[src/rtl/delay_sched_pkg.sv]
// delay_sched_pkg: scheduler state enum, sample width and tap delay clamp shared by delay_tap_scheduler
package delay_sched_pkg;
  typedef enum logic [1:0] {IDLE, WRITE, READ, DRAIN} sched_state_t;
  localparam int SAMPLE_W = 16;
  function automatic int unsigned clamp_delay(input int unsigned d, input int unsigned depth);
    return d == 0 ? 1 : d > depth - 1 ? depth - 1 : d;
  endfunction
endpackage

[src/rtl/delay_tap_addr.sv]
// delay_tap_addr: read address of one tap, frame write address minus clamped delay, wrapping mod DEPTH
module delay_tap_addr import delay_sched_pkg::*; #(
  parameter int DEPTH = 65536,
  parameter int ADDR_W = $clog2(DEPTH)
) (
  input  logic [ADDR_W-1:0] wr_addr_i,
  input  logic [ADDR_W-1:0] delay_i,
  output logic [ADDR_W-1:0] rd_addr_o
);
  assign rd_addr_o = wr_addr_i - ADDR_W'(clamp_delay(32'(delay_i), DEPTH));
endmodule

[src/rtl/delay_tap_scheduler.sv]
// delay_tap_scheduler: per-frame write + NUM_TAPS reads on one shared delay BRAM; DELAY_SCHED_OVRCNT_EN adds overrun_count
module delay_tap_scheduler import delay_sched_pkg::*; #(
  parameter int DEPTH = 65536,
  parameter int NUM_TAPS = 4,
  parameter int BRAM_LAT = 2,
  parameter int ADDR_W = $clog2(DEPTH)
) (
  input  logic                         clk,
  input  logic                         rst,
  input  logic [SAMPLE_W-1:0]          sample_in,
  input  logic                         sample_in_valid,
  input  logic [NUM_TAPS*ADDR_W-1:0]   tap_delay_flat,
  output logic [NUM_TAPS*SAMPLE_W-1:0] tap_out_flat,
  output logic                         taps_valid,
  output logic                         busy,
  output logic                         overrun,
  output logic [ADDR_W-1:0]            bram_addr,
  output logic                         bram_we,
  output logic [SAMPLE_W-1:0]          bram_din,
  input  logic [SAMPLE_W-1:0]          bram_dout
`ifdef DELAY_SCHED_OVRCNT_EN
  ,
  output logic [15:0]                  overrun_count
`endif
);
  sched_state_t state_q, state_d;
  logic [7:0] k_q, k_d, tap_sel;
  logic [ADDR_W-1:0] wr_ptr_q, rd_addr;
  logic [SAMPLE_W-1:0] sample_q;
  logic [NUM_TAPS*ADDR_W-1:0] delays_q;
  logic [BRAM_LAT-1:0] pv_q;
  logic [7:0] pk_q [BRAM_LAT];
  logic [NUM_TAPS*SAMPLE_W-1:0] stage_q, stage_d, taps_q;
  logic taps_valid_q, overrun_q, drop, last_cap;
  always_comb begin
    state_d = state_q;
    k_d = k_q;
    case (state_q)
      IDLE: state_d = sample_in_valid ? WRITE : IDLE;
      WRITE: begin
        state_d = READ;
        k_d = '0;
      end
      READ: begin
        state_d = k_q == 8'(NUM_TAPS - 1) ? DRAIN : READ;
        k_d = k_q == 8'(NUM_TAPS - 1) ? '0 : k_q + 8'd1;
      end
      default: begin
        state_d = k_q == 8'(BRAM_LAT - 1) ? IDLE : DRAIN;
        k_d = k_q + 8'd1;
      end
    endcase
  end
  assign tap_sel = state_q == READ ? k_q : '0;
  delay_tap_addr #(.DEPTH(DEPTH), .ADDR_W(ADDR_W)) u_addr (
    .wr_addr_i(wr_ptr_q - ADDR_W'(1)),
    .delay_i  (delays_q[tap_sel*ADDR_W +: ADDR_W]),
    .rd_addr_o(rd_addr)
  );
  assign drop = sample_in_valid && state_q != IDLE;
  assign last_cap = pv_q[BRAM_LAT-1] && pk_q[BRAM_LAT-1] == 8'(NUM_TAPS - 1);
  always_comb begin
    stage_d = stage_q;
    if (pv_q[BRAM_LAT-1]) stage_d[pk_q[BRAM_LAT-1]*SAMPLE_W +: SAMPLE_W] = bram_dout;
  end
  assign busy = state_q != IDLE;
  assign bram_we = state_q == WRITE && !rst;
  assign bram_addr = state_q == WRITE ? wr_ptr_q : state_q == READ ? rd_addr : '0;
  assign bram_din = state_q == WRITE ? sample_q : '0;
  assign tap_out_flat = taps_q;
  assign taps_valid = taps_valid_q;
  assign overrun = overrun_q;
  always_ff @(posedge clk) begin
    if (rst) begin
      state_q <= IDLE;
      k_q <= '0;
      wr_ptr_q <= '0;
      sample_q <= '0;
      delays_q <= '0;
      pv_q <= '0;
      stage_q <= '0;
      taps_q <= '0;
      taps_valid_q <= 1'b0;
      overrun_q <= 1'b0;
    end else begin
      state_q <= state_d;
      k_q <= k_d;
      if (state_q == IDLE && sample_in_valid) begin
        sample_q <= sample_in;
        delays_q <= tap_delay_flat;
      end
      if (state_q == WRITE) wr_ptr_q <= wr_ptr_q + ADDR_W'(1);
      pv_q[0] <= state_q == READ;
      for (int i = 1; i < BRAM_LAT; i++) pv_q[i] <= pv_q[i-1];
      stage_q <= stage_d;
      if (last_cap) taps_q <= stage_d;
      taps_valid_q <= last_cap;
      if (drop) overrun_q <= 1'b1;
    end
  end
  always_ff @(posedge clk) begin
    pk_q[0] <= k_q;
    for (int i = 1; i < BRAM_LAT; i++) pk_q[i] <= pk_q[i-1];
  end
`ifdef DELAY_SCHED_OVRCNT_EN
  logic [15:0] ovr_cnt_q;
  always_ff @(posedge clk) ovr_cnt_q <= rst ? '0 : ovr_cnt_q + 16'(drop && ovr_cnt_q != '1);
  assign overrun_count = ovr_cnt_q;
`endif
endmodule

[config.mk]
export PLATFORM = sky130hd
export DESIGN_NAME = delay_tap_scheduler
export DESIGN_NICKNAME = d
export VERILOG_FILES = /design/src/rtl/delay_sched_pkg.sv /design/src/rtl/delay_tap_addr.sv /design/src/rtl/delay_tap_scheduler.sv
export SDC_FILE = /design/constraint.sdc
export NUM_CORES = 1
export LEC_CHECK = 0
export BUFFER_PORTS_ARGS = -buffer_cell sky130_fd_sc_hd__buf_2
export CORE_MARGIN = 2
export CORE_UTILIZATION = 25
export DETAILED_ROUTE_END_ITERATION = 12
export MAX_ROUTING_LAYER = met4
export PLACE_DENSITY = 0.56
export SETUP_SLACK_MARGIN = 0.2
export SLEW_MARGIN = 25
export SYNTH_ARGS = -nofsm -noshare
export SYNTH_HDL_FRONTEND = slang
export SYNTH_SLANG_ARGS = --single-unit
[constraint.sdc]
create_clock -name clk -period 3.7 [get_ports clk]
set_clock_uncertainty 0.05 [all_clocks]
set_input_delay 0.37 -clock clk [delete_from_list [all_inputs] [get_ports clk]]
set_output_delay 0.37 -clock clk [all_outputs]
set_load 0.02 [all_outputs]
* After elaboration in Yosys (flattened, before gate mapping)
Memories as Yosys holds them, arrays and structs flattened. Index checks and enable logic that the tools add are counted.
Operators by class: bitwise logic cells 0, $mul 0, divide/modulo/power cells 0, equal/unequal tests 5, shift operators 3, muxes and demuxes 13, reductions and logical operators 8, magnitude comparators 0, add/sub/neg operators 5
Operator list (count):
- 64-bit bitwise mux | 1
- 16-bit two-way mux | 4
- 64-bit two-way mux | 1
- 16-bit by 34-bit variable shift with 64-bit output, first input constant | 1
- 16-bit by 34-bit variable part select with 64-bit output | 1
- 64-bit by 13-bit variable part select with 16-bit output | 1
- 12-bit negation with 34-bit output | 1
- 8-bit case mux with 3 select lines | 1
- 16-bit by 1-bit adder with 16-bit output, second input constant | 1
- 8-bit by 2-bit equality test with 1-bit output, second input constant | 2
- 16-bit logical NOT | 1
- 8-bit two-way mux | 2
- 16-bit by 1-bit subtractor with 16-bit output, second input constant | 1
- 16-bit subtractor | 1
- 8-bit by 1-bit adder with 8-bit output, second input constant | 1
- 8-bit by 1-bit equality test with 1-bit output, second input constant | 1
- 2-bit case mux with 3 select lines | 1
- 1-bit logical AND | 4
- 2-bit by 1-bit equality test with 1-bit output, second input constant | 1
- 2-bit equality test, second input constant | 1
- 2-bit logical NOT | 1
- 1-bit two-way mux | 2
- 2-bit two-way mux | 1
- 2-bit nonzero test | 1
- 1-bit logical NOT | 1
Storage, ports and cells: bits of input ports 99, memories kept 1, memory bits (writable) 16, bits in latches 0, word-level logic and storage cells 45, output and inout port bits 100, ROM bits 0, bits in registers 238
Memory list:
- pk_q | words 2, width 8, read ports 2, clocked after Yosys merged registers in 0, write ports 2, RTL line delay_tap_scheduler.sv:32 | logic [7:0] pk_q [BRAM_LAT];

* Logic depth before layout (Yosys ltp)
Gate-level depths: netlist of the first run.
word-level depth 8, gate-level depth with buffers 20, depth with buffers taken out 19

* Modules after synthesis
A second synthesis of the first run with hierarchy kept.
Unflattened totals: cell total of the unflattened synthesis 1286, area total of the unflattened synthesis 11214.5 um2
By module, submodules not included:
- delay_tap_scheduler | cells an instance 1161, seq. area each 5084.9 um2, times used 1, area an instance 10324.9 um2
- delay_tap_addr | cells an instance 125, seq. area each 0.0 um2, times used 1, area an instance 889.6 um2

* Worst setup path after synthesis of the first run
Ideal clock, no wire load.
path type reg2out, start point reg state_q[0], end point out bram_addr[8], cell stages (with the launch flop) 21, arrival 3.876 ns, setup slack -0.596 ns, buffers on the path 1, data required time 3.280 ns, cell sequence dfxtp_1 inv_1 ha_1 clkbuf_1 nand2_1 nand2_1 a311oi_1 a31oi_1 nand4_1 nor2_1 nor3_1 ha_1 inv_1 fa_1 nor2b_1 nor3_1 o21ai_0 a21o_1 a21oi_1 xor2_1 o31ai_1
Between the ends: word-level cells in the longest chain between the ends 8, elaborated cells on any way between the ends 9, classes of those cells add/sub (1); eq/ne (2); shift (1); mux (4); reduce/logical (1)
RTL lines:
- from (decl) | RTL line delay_tap_scheduler.sv:26 | sched_state_t state_q, state_d;
- from (signal assigned) | RTL line delay_tap_scheduler.sv:86 | state_q <= state_d;
- 2-bit equality test | RTL line delay_tap_scheduler.sv:54, delay_tap_scheduler.sv:68
- 8-bit two-way mux | RTL line delay_tap_scheduler.sv:54 | assign tap_sel = state_q == READ ? k_q : '0;
- 64-bit by 13-bit variable part select with 16-bit output | RTL line delay_tap_scheduler.sv:57 | .delay_i (delays_q[tap_sel*ADDR_W +: ADDR_W]),
- 16-bit logical NOT | RTL line delay_sched_pkg.sv:6 | return d == 0 ? 1 : d > depth - 1 ? depth - 1 : d;
- 16-bit two-way mux | RTL line delay_sched_pkg.sv:6
- 16-bit subtractor | RTL line delay_tap_addr.sv:10 | assign rd_addr_o = wr_addr_i - ADDR_W'(clamp_delay(32'(delay_i), DEPTH));
- 16-bit two-way mux | RTL line delay_tap_scheduler.sv:68 | assign bram_addr = state_q == WRITE ? wr_ptr_q : state_q == READ ? rd_addr : '0;
- 16-bit two-way mux * | RTL line delay_tap_scheduler.sv:68
- to (decl) | RTL line delay_tap_scheduler.sv:17 | output logic [ADDR_W-1:0] bram_addr,
Every way passes the cells marked *; elsewhere a longest branch is shown, timed or not.

* Worst setup path in the final report of the first run
start point reg k_q[0], end point out bram_addr[14]
Between the ends: word-level cells in the longest chain between the ends 7
RTL lines:
- from (decl) | RTL line delay_tap_scheduler.sv:27 | logic [7:0] k_q, k_d, tap_sel;
- from (signal assigned) | RTL line delay_tap_scheduler.sv:87 | k_q <= k_d;
- 8-bit two-way mux * | RTL line delay_tap_scheduler.sv:54
- 64-bit by 13-bit variable part select with 16-bit output * | RTL line delay_tap_scheduler.sv:57
- 16-bit logical NOT | RTL line delay_sched_pkg.sv:6
- 16-bit two-way mux * | RTL line delay_sched_pkg.sv:6
- 16-bit subtractor * | RTL line delay_tap_addr.sv:10
- 16-bit two-way mux * (2 in series) | RTL line delay_tap_scheduler.sv:68
Marks and branches as above.

==> results by group, run 1 <==
Global routing
  • Initial antenna violation count: 0
  • Largest net degree at the start of global routing: 103
  • First-pass GRT wire length: between 50000 and 60000 µm
  • Gr usage total: roughly 15%
  • GRT Residual Overflow: 0
  • Vias in the first global route: between 9000 and 10000

Place
  • DPL Wire Length: around 23000 µm
  • DP Worst Slack: -0.4088 ns
  • Gp weighted congestion: between 0.9 and 1
  • Dpl cells: 1967
  • Port Buffer Count: approximately 200

Timing
  • Maximum clock rate: 229.8 MHz
  • Max-slew violations: 0
  • Post-route setup slack: -0.6513 ns
  • Hold_ws: between 0.03 and 0.04 ns
  • Minimum clock period: between 4 and 5 ns
  • # setup viols final: 14
  • Fin Setup TNS: -6.304 ns
  • Period utilisation layout: 117.6%
  • Max_slew headroom: around 43%
  • Slew @ Worst Pin: roughly 0.86 ns
  • RSZ-0062 raised after global routing: true
  • Final Hold Fails: 0

Power and ir drop
  • Clock share of power: a little over 40%
  • Pint: 5.203 mW
  • Combinational power share: ~19%
  • Max rail drop VDD: ~0.31 mV
  • Net Sw Power: around 1.9 mW
  • LEAKAGE: slightly above 6 nW
  • Switching Fraction: between 20 and 30%
  • PwrDens: slightly below 500 nW/µm²
  • Part of the power in registers: 40.9%

Setup path
  • Crit-path cells: buf_6, bufbuf_16, mux2_2, o211ai_1, ha_1, a21oi_1, o21ai_0, or3_1, a31oi_2, o21ai_1, xor2_1, a22o_1, buf_6
  • WP data arrival: approximately 4 ns
  • Crit. End Element: primary output
  • Worst setup SP type: flop
  • Crit Reg-Reg Startpoint: pk_q[0][11]
  • Crit Path Class: flop to primary output
  • CP delay by family, top: compound AO/OA/AOI/OAI gates
  • Crit-path most repeated cell: buf_6
  • Worst path max stage delay: 0.38 ns
  • Max FO, Critical Path: 8
  • Slowest stage cell on the critical path: or3_1
  • Critical path launch point: k_q[0]
  • Number of buffers and inverters on the critical path: 3
  • Worst path required time: approximately 3.3 ns

Route
  • Routed WL per cell: around 16 µm
  • Routed Antenna Nets: 0
  • Drt total wl: around 33000 µm
  • Post-route DRC violation count: 0
  • Vias: 9564
  • Vias/cell: roughly 4.6
  • DR pass1 iterations: 5
  • Initial drt markers: around 560

Floorplan
  • Die height: 209.5 µm
  • Initial cell density of the core: 25.22%
  • Die ar.: between 40000 and 50000 µm²
  • Cell row count: 75
  • Core Box Area: between 40000 and 50000 µm²
  • Die width: roughly 210 µm
  • Top-Level Pins: 199

Outcome
  • Failing checks: setup timing
  • Status: finished with violations

Finish
  • Area Overhead vs Synth: 41.03%
  • Final net count: around 1700
  • Share of layout cells above drive strength 1: roughly 28%
  • Non-filler instance count after layout: approximately 2100
  • ANT cells: 0
  • Final core occ: roughly 36%

Synthesis
  • Ys Warns: 0
  • Post-synth top area cell: dfxtp_1
  • EDFF count, synth: 0
  • Mean Syn Cell Area: 8.679 µm²
  • FFs w/ async S/R, synth: 0%
  • Commonest cells post-synth: 254 x dfxtp_1, 226 x nand2_1, 169 x nor2_1
  • Most frequent cell after synthesis: dfxtp_1
  • Top FF cell, synth: dfxtp_1
  • Area contributors post-synth: dfxtp_1 48%, nand2_1 8.0%, mux2i_1 6.6%
  • Sequential share of the synthesized area: between 40% and 50%
  • Synthesized area: about 11000 µm²
  • Synth Instances: about 1200
  • Flops & latches, synth: 254
  • Syn nets: roughly 1300
  • Cell variety after synth: 52
  • Synth top area share: approximately half

Clock tree
  • TritonCTS clock tree: done
  • Longest Clk Path Bufs: 3
  • Clk sinks: approximately 250
  • CTS Root Buffer Type: clkbuf_16
  • H-tree depth: 1
  • Num CTS Buffers: 29
  • Clk slew on worst S/H paths: roughly 0.060 ns
  • Worst-skew pair later-pin latency: ~0.55 ns

Hold path
  • Worst Hold Launch: tap_delay_flat[57]
  • Hold WC Path Type: input pin to flop

Job
  • Max-cap viol count: 0
-- sequential cells by signal, indices dropped and copies added (netlist names) --
| name | count |
|---|---|
| delays_q | 64 |
| stage_q | 64 |
| tap_out_flat | 64 |
| pk_q | 16 |
| sample_q | 16 |
| wr_ptr_q | 16 |
| k_q | 8 |
| pv_q | 2 |
| state_q | 2 |
| overrun | 1 |
| taps_valid | 1 |
-- cell families (layout without fill, tap and decap cells) --
family | Yosys count | in the layout | synth area share (%)
AND/OR/NAND/NOR | 486 | 486 | 19.50
buffers and inverters | 95 | 431 | 3.734
flip-flops | 254 | 254 | 48.18
XOR/XNOR | 33 | 33 | 2.810
multiplexers | 75 | 75 | 7.172
adder cells (fa/ha/maj) | 26 | 26 | 3.154
AO/OA/AOI/OAI | 247 | 247 | 15.45
-- placed cells by master (no fill, tap or decap), types with 20 or more instances in the layout --
master	instances
a211oi_1	58
clkbuf_16	29
nor2_1	166
buf_2	182
xor2_1	20
ha_1	21
mux2i_1	68
dlygate4sd3_1	63
dfxtp_1	252
nand2_1	220
a21oi_1	97
buf_4	93
-- worst min-delay path: stages --
cell     delay, ns
buf_2         0.10
nand2_1       0.06
a21oi_1       0.05
-- through the flow --
stage	area (µm²)	power [mW]
2_1_floorplan	10650	3.612
3_3_place_gp	12770	4.074
3_5_place_dp	12770	4.081
4_1_cts	14710	7.213
5_1_grt	14880	7.491
6_report	14880	7.151
-- routing by layer --
metal	wire, µm	vias up	GRT usage [%]
met5	0	-	-
li1	-	4788	-
met1	14980	4446	19.33
met3	1870	46	2.768
met2	14910	284	23.99
met4	848	0	3.962
-- power groups by stage --
stage	combinational [mW]	clock [mW]	sequential [mW]
2_1_floorplan	0.659	0	2.95
3_3_place_gp	1.10	0	2.97
3_5_place_dp	1.11	0	2.97
4_1_cts	1.28	3.01	2.92
5_1_grt	1.44	3.12	2.93
6_report	1.32	2.91	2.92
-- what timing repair did --
action,in CTS,in global routing
endpoints found under the hold margin,63,0
pin swaps,19,30
endpoints found under the setup margin,15,15
gates cloned,1,0
hold buffers,63,0
buffers inserted,4,4
resized for setup,65,34
-- final timing paths --
kind / endpoint / slack, ns / depth (start not counted)
setup / recovery: bram_addr[14] / -0.65 / 13
hold / removal: delays_q[57] / 0.03 / 3
setup reg to reg: tap_out_flat[21] / 0.66 / 11
hold reg to reg: pk_q[0][12] / 0.27 / 0
-- cell type report --
type | count | area, µm²
Clock inverter | 13 | 177.7
Multi-Input combinational cell | 867 | 5470
Timing Repair Buffer | 365 | 2639
Inverter | 14 | 52.55
Fill cell | 4312 | 26970
Sequential cell | 254 | 5087
Tap cell | 539 | 674.4
Clock buffer | 39 | 783.3
Power figures use the tool's default switching activity.
==> run 2, diff against run 1 <==
Settings changed: PLACE_DENSITY 0.56 to not set, PLACE_DENSITY_LB_ADDON set to 0.15.
==> run 2 against run 1 <==
The flow still finishes with violations (setup timing); sequential share of layout area decreased by 0.58 points; worst setup slack improved by 0.025 ns; die area unchanged; critical path type unchanged; largest cell class unchanged; largest power group is now clock.
==> results by group, run 2 (synthesis gave the netlist of run 1 again) <==
Finish
  • Share of layout cells above drive strength 1: 28.60% (was 27.71%)
  • Layout fillers: 4390 (was 4312)
  • Sequential cell area: 5091 µm² (was 5087 µm²)
  • ANT cells: 0 (unchanged)
  • Non-filler instance count after layout: 2109 (was 2091)
  • Most common cell after layout, fill and taps aside: dfxtp_1 (unchanged)
  • Final net count: 1671 (was 1656)
  • Area Overhead vs Synth: 43.57% (was 41.03%)
  • Post-Layout Inst Area: 15150 µm² (was 14880 µm²)
  • Multi-input logic area: 5525 µm² (was 5470 µm²)
  • Most frequent cells in the layout: 251 x dfxtp_1, 217 x nand2_1, 182 x buf_2 (was 252 x dfxtp_1, 220 x nand2_1, 182 x buf_2)

Floorplan
  • Die width: 209.5 µm (unchanged)
  • Cell row count: 75 (unchanged)
  • Die height: 209.5 µm (unchanged)
  • Die ar.: 43880 µm² (unchanged)
  • Initial cell density of the core: 25.22% (unchanged)
  • Top-Level Pins: 199 (unchanged)
  • Core Box Area: 41850 µm² (unchanged)

Hold path
  • Hold Path Depth: 3 (unchanged)
  • Worst Hold Endpoint: overrun (was delays_q[57])
  • Worst Hold Launch: sample_in_valid (was tap_delay_flat[57])
  • Hold WC Path Type: input pin to flop (unchanged)

Global routing
  • Gr usage total: 15.62% (was 14.92%)
  • Largest net degree at the start of global routing: 89 (was 103)
  • Initial antenna violation count: 0 (unchanged)
  • First-pass GRT wire length: 52870 µm (was 50830 µm)
  • GRT Residual Overflow: 0 (unchanged)
  • Vias in the first global route: 9480 (was 9296)

Clock tree
  • Longest Clk Path Bufs: 3 (unchanged)
  • H-tree depth: 1 (unchanged)
  • Clk slew on worst S/H paths: 0.06 ns (about the same)
  • Worst-skew pair later-pin latency: 0.59 ns (was 0.55 ns)
  • Clk sinks: 254 (unchanged)
  • Num CTS Buffers: 30 (was 29)
  • TritonCTS clock tree: done (unchanged)
  • CTS Root Buffer Type: clkbuf_16 (unchanged)

Setup path
  • Max FO, Critical Path: 6 (was 8)
  • Reg2reg path depth: 11 (unchanged)
  • Worst setup SP type: flop (unchanged)
  • WP data arrival: 3.91 ns (was 3.93 ns)
  • Reg2reg setup slack: 0.72 ns (was 0.66 ns)
  • Crit Path Class: flop to primary output (unchanged)
  • Crit. End Element: primary output (unchanged)
  • Reg2reg end: tap_out_flat[57] (was tap_out_flat[21])
  • Crit Reg-Reg Startpoint: pk_q[0][10] (was pk_q[0][11])
  • Worst path required time: 3.28 ns (about the same)

Timing
  • Final Hold Fails: 0 (unchanged)
  • Minimum clock period: 4.326 ns (was 4.351 ns)
  • Slew @ Worst Pin: 0.6533 ns (was 0.8575 ns)
  • Maximum clock rate: 231.2 MHz (was 229.8 MHz)
  • Hold_ws: 0.02829 ns (was 0.03332 ns)
  • RSZ-0062 raised after global routing: true (unchanged)
  • Fin Setup TNS: -7.167 ns (was -6.304 ns)
  • Post-route setup slack: -0.6261 ns (was -0.6513 ns)
  • Max_slew headroom: 56.45% (was 42.83%)
  • # setup viols final: 15 (was 14)
  • Max-slew violations: 0 (unchanged)
  • Period utilisation layout: 116.9% (was 117.6%)

Route
  • Routed Antenna Nets: 0 (unchanged)
  • Routed WL per cell: 15.95 µm (was 15.59 µm)
  • Post-route DRC violation count: 0 (unchanged)
  • Vias/cell: 4.484 (was 4.574)
  • DR pass1 iterations: 5 (unchanged)
  • Drt total wl: 33640 µm (was 32600 µm)
  • Initial drt markers: 422 (was 563)
  • Vias: 9456 (was 9564)

Outcome
  • Status: finished with violations (unchanged)
  • Failing checks: setup timing (unchanged)

Power and ir drop
  • Combinational power share: 18.0% (was 18.5%)
  • Switching Fraction: 27.80% (was 27.24%)
  • Pint: 5.329 mW (was 5.203 mW)
  • Pwr Total: 7.381 mW (was 7.151 mW)
  • Net Sw Power: 2.052 mW (was 1.948 mW)
  • PwrDens: 487.1 nW/µm² (was 480.4 nW/µm²)
  • Clock share of power: 42.4% (was 40.7%)
  • Part of the power in registers: 39.6% (was 40.9%)
  • Max rail drop VDD: 0.2804 mV (was 0.3092 mV)
  • LEAKAGE: 6.195 nW (was 6.090 nW)

Place
  • Placed inst area: 12690 µm² (was 12770 µm²)
  • Port Buffer Count: 198 (unchanged)
  • Gp weighted congestion: 0.8714 (was 0.9367)
  • DPL Wire Length: 23350 µm (was 23320 µm)
  • Dpl cells: 1961 (was 1967)

Job
  • Max-cap viol count: 0 (unchanged)
-- run 2: final cells by class --
cell class                 instances  area share, %
clock inverter                    13          1.156
sequential                       254          33.60
inverter                          14         0.3468
timing repair buffer             379          18.11
multi-input combinational        867          36.47
clock buffer                      43          5.871
tap                              539          4.451
-- run 2: critical path, cell delays in order (launching register included) --
cell	delay, ns
dfxtp_2	0.32
inv_2	0.07
ha_4	0.16
and2_4	0.20
buf_4	0.16
nor3_2	0.04
o21ai_1	0.16
a31oi_1	0.11
nand4_1	0.09
nor2_1	0.06
nor3_2	0.19
ha_2	0.22
inv_2	0.04
fa_2	0.36
nor2b_4	0.13
nor3_2	0.05
o21ai_2	0.15
buf_6	0.13
a31oi_4	0.08
nand2b_4	0.15
xnor2_1	0.11
a22o_1	0.19
buf_6	0.13
-- run 2: how the worst max path moves through the flow --
stage / from / endpoint / cells past startpoint
detailed placement: state_q[0] / bram_addr[8] / 21
global route: state_q[0] / bram_addr[14] / 22
floorplan: state_q[0] / bram_addr[12] / 20
CTS: state_q[0] / bram_addr[8] / 21
global placement: state_q[0] / bram_addr[8] / 21
finish: state_q[0] / bram_addr[12] / 22
-- run 2: repair_timing --
action / in CTS / in global routing
buffers inserted: 8 / 7
endpoints found under the setup margin: 16 / 15
endpoints found under the hold margin: 77 / 0
hold buffers: 77 / 0
pin swaps: 27 / 42
gates resized for setup: 65 / 62
cloned: 0 / 0
-- run 2: through the flow --
step / utilization (%) / setup WS (ns)
CTS: 35.44 / -0.7660
global route: 36.20 / -0.8370
floorplan: - / 0.06914
detailed placement: 30.32 / -0.4315
finish: 36.20 / -0.6261
global placement: 30.32 / -0.4338
-- run 2: power by group through the flow --
stage	sequential [mW]	clock, mW	combinational [mW]
after detailed placement	2.98	0	1.09
after CTS	2.92	3.23	1.25
after global routing	2.94	3.35	1.46
after global placement	2.98	0	1.08
final	2.92	3.13	1.33
after floorplan	2.95	0	0.659
-- run 2: routing by layer --
metal / track usage, % / wire length, µm
met1: 19.37 / 15330
met2: 26.37 / 16130
met3: 2.484 / 1261
met4: 4.378 / 915
met5: - / 0
==> run 3, diff against run 2 <==
Settings changed: SETUP_SLACK_MARGIN 0.2 to 0.05, SYNTH_HIERARCHICAL set to 1.
==> run 3 against run 2 <==
Core utilization fell by 0.71 points; total power increased by 5.4%; highest routed layer unchanged; largest cell class unchanged; the run still ends with setup timing left; worst setup slack lost 0.13 ns; first-iteration DRC count increased by 5.7%; critical path type unchanged; largest power group unchanged.
==> results by group, run 3 <==
Finish
  • ANT cells: 0 (unchanged)
  • Most common cell after layout, fill and taps aside: dfxtp_1 (unchanged)
  • Post-Layout Inst Area: 15700 µm² (was 15150 µm²)
  • Layout fillers: 4615 (was 4390)
  • Most frequent cells in the layout: 251 x dfxtp_1, 196 x nand2_1, 182 x buf_2 (was 251 x dfxtp_1, 217 x nand2_1, 182 x buf_2)
  • Share of layout cells above drive strength 1: 28.53% (was 28.60%)
  • Final net count: 1706 (was 1671)
  • Area Overhead vs Synth: 39.98% (was 43.57%)

Setup path
  • WP data arrival: 4.04 ns (was 3.91 ns)
  • Worst setup SP type: flop (unchanged)
  • Max FO, Critical Path: 7 (was 6)
  • Worst path required time: 3.28 ns (about the same)
  • Crit. End Element: primary output (unchanged)
  • Crit Reg-Reg Startpoint: pk_q[0][10] (unchanged)
  • Critical path launch point: state_q[0] (unchanged)
  • Crit Path Class: flop to primary output (unchanged)

Clock tree
  • CTS Root Buffer Type: clkbuf_16 (unchanged)
  • Worst-skew pair later-pin latency: 0.56 ns (was 0.59 ns)
  • Clk slew on worst S/H paths: 0.06 ns (about the same)
  • H-tree depth: 1 (unchanged)
  • TritonCTS clock tree: done (unchanged)
  • Longest Clk Path Bufs: 3 (unchanged)
  • Num CTS Buffers: 29 (was 30)
  • Clk sinks: 254 (unchanged)

Route
  • Drt total wl: 34010 µm (was 33640 µm)
  • Post-route DRC violation count: 0 (unchanged)
  • Vias/cell: 4.465 (was 4.484)
  • Vias: 9796 (was 9456)
  • Routed WL per cell: 15.50 µm (was 15.95 µm)
  • Initial drt markers: 446 (was 422)
  • DR pass1 iterations: 6 (was 5)
  • Routed Antenna Nets: 0 (unchanged)

Timing
  • Max_slew headroom: 40.19% (was 56.45%)
  • Slew @ Worst Pin: 0.8968 ns (was 0.6533 ns)
  • RSZ-0062 raised after global routing: true (unchanged)
  • Minimum clock period: 4.461 ns (was 4.326 ns)
  • Hold_ws: 0.02626 ns (was 0.02829 ns)
  • # setup viols final: 15 (unchanged)
  • Post-route setup slack: -0.7608 ns (was -0.6261 ns)
  • Maximum clock rate: 224.2 MHz (was 231.2 MHz)
  • Period utilisation layout: 120.6% (was 116.9%)
  • Max-slew violations: 0 (unchanged)
  • Final Hold Fails: 0 (unchanged)

Floorplan
  • Top-Level Pins: 199 (unchanged)
  • Core Box Area: 44220 µm² (was 41850 µm²)
  • Cell row count: 77 (was 75)
  • Die width: 215.8 µm (was 209.5 µm)
  • Die ar.: 46570 µm² (was 43880 µm²)
  • Initial cell density of the core: 25.36% (was 25.22%)
  • Die height: 215.8 µm (was 209.5 µm)

Synthesis
  • Synth Instances: 1286 (was 1216)
  • Ys Warns: 6 (was 0)
  • Area contributors post-synth: dfxtp_1 45%, nand2_1 6.8%, mux2i_1 5.9% (was dfxtp_1 48%, nand2_1 8.0%, mux2i_1 6.6%)
  • Post-synth top area cell: dfxtp_1 (unchanged)
  • Cell variety after synth: 68 (was 52)
  • Mean Syn Cell Area: 8.720 µm² (was 8.679 µm²)
  • EDFF count, synth: 0 (unchanged)
  • Syn nets: 1413 (was 1341)
  • Sequential share of the synthesized area: 45.34% (was 48.18%)
  • Most frequent cell after synthesis: dfxtp_1 (unchanged)
  • FFs w/ async S/R, synth: 0% (unchanged)
  • Flops & latches, synth: 254 (unchanged)
  • Synth top area share: 45.34% (was 48.18%)
  • Top FF cell, synth: dfxtp_1 (unchanged)
  • Synthesized area: 11210 µm² (was 10550 µm²)
  • Commonest cells post-synth: 254 x dfxtp_1, 202 x nand2_1, 164 x nor2_1 (was 254 x dfxtp_1, 226 x nand2_1, 169 x nor2_1)

Place
  • DPL Wire Length: 23670 µm (was 23350 µm)
  • Placed inst area: 13250 µm² (was 12690 µm²)
  • Gp weighted congestion: 0.8227 (was 0.8714)
  • Port Buffer Count: 198 (unchanged)

Global routing
  • Largest net degree at the start of global routing: 129 (was 89)
  • Vias in the first global route: 9718 (was 9480)
  • Gr usage total: 14.61% (was 15.62%)
  • First-pass GRT wire length: 53680 µm (was 52870 µm)
  • GRT Residual Overflow: 0 (unchanged)
  • Initial antenna violation count: 0 (unchanged)

Power and ir drop
  • PwrDens: 495.8 nW/µm² (was 487.1 nW/µm²)
  • Max rail drop VDD: 0.3546 mV (was 0.2804 mV)
  • LEAKAGE: 6.442 nW (was 6.195 nW)

Job
  • Max-cap viol count: 0 (unchanged)

Outcome
  • Failing checks: setup timing (unchanged)
  • Status: finished with violations (unchanged)

Hold path
  • Worst Hold Launch: tap_delay_flat[54] (was sample_in_valid)
  • Hold WC Path Type: input pin to flop (unchanged)
run 3: metrics by stage:
stage,utilization [%],TNS (ns),power (mW),std cells,setup slack (ns)
after floorplan,-,0,3.946,1286,0.06109
after global placement,29.96,-2.696,4.533,2063,-0.4518
after detailed placement,29.96,-2.751,4.519,2063,-0.4284
after CTS,35.07,-7.686,7.840,2189,-0.7473
after global routing,35.50,-10.85,8.177,2194,-0.9668
final,35.50,-7.948,7.783,2194,-0.7608
run 3: final cells by class:
type	count	area, µm²	share of cell area (%)
clock buffers	38	819.5	5.221
flip-flops and latches	254	5091	32.43
well taps	592	740.7	4.719
repair buffers	359	2645	16.85
inverters	30	112.6	0.7174
multi-input cells	905	6083	38.75
clock inverters	16	205.2	1.307
run 3: repair_timing:
item,in CTS,in global routing
cloned,3,1
setup endpoints to repair,15,15
hold buffers,59,0
setup buffers,10,5
gates resized for setup,112,22
pin swaps,34,28
endpoints found under the hold margin,59,0
run 3: cells by family (layout without fill, tap and decap cells):
logic type / Yosys count / count (layout) / synth area share [%]
buffers and inverters: 127 / 443 / 4.954
AO/OA/AOI/OAI: 251 / 251 / 15.98
XOR/XNOR: 50 / 50 / 3.905
AND/OR/NAND/NOR: 510 / 510 / 20.74
adder cells (fa/ha/maj): 28 / 28 / 3.191
flip-flops: 254 / 254 / 45.34
multiplexers: 66 / 66 / 5.891
run 3: worst max-delay path: stages, from the launching register on:
cell,delay (ns)
dfxtp_2,0.33
inv_2,0.05
ha_4,0.17
buf_8,0.14
buf_8,0.13
buf_6,0.11
nand3_2,0.06
a311oi_2,0.12
nor4_2,0.31
a41o_1,0.22
ha_2,0.19
inv_2,0.04
fa_2,0.33
a21o_1,0.19
a31oi_1,0.19
buf_4,0.16
o21ba_4,0.15
o21ai_2,0.06
xor2_1,0.16
a22o_1,0.21
buf_6,0.13
run 3: final timing paths:
path	to	slack (ns)	depth (start not counted)
setup / recovery	bram_addr[10]	-0.76	20
setup reg to reg	tap_out_flat[32]	0.58	9
hold reg to reg	pk_q[0][11]	0.28	0
hold / removal	delays_q[54]	0.03	3
run 3: power by group:
part / total, mW / internal (mW) / switching (mW)
clock: 3.03 / 1.85 / 1.19
sequential: 2.94 / 2.84 / 0.0948
combinational: 1.81 / 0.826 / 0.986
total: 7.78 / 5.51 / 2.27
run 3: per-layer routing:
metal | GRT usage (%) | vias to the layer above | share of wire [%]
met5 | - | - | 0
met1 | 19.30 | 4563 | 48
li1 | - | 4985 | -
met3 | 2.001 | 47 | 3.5
met4 | 3.563 | 0 | 2.5
met2 | 23.58 | 201 | 46
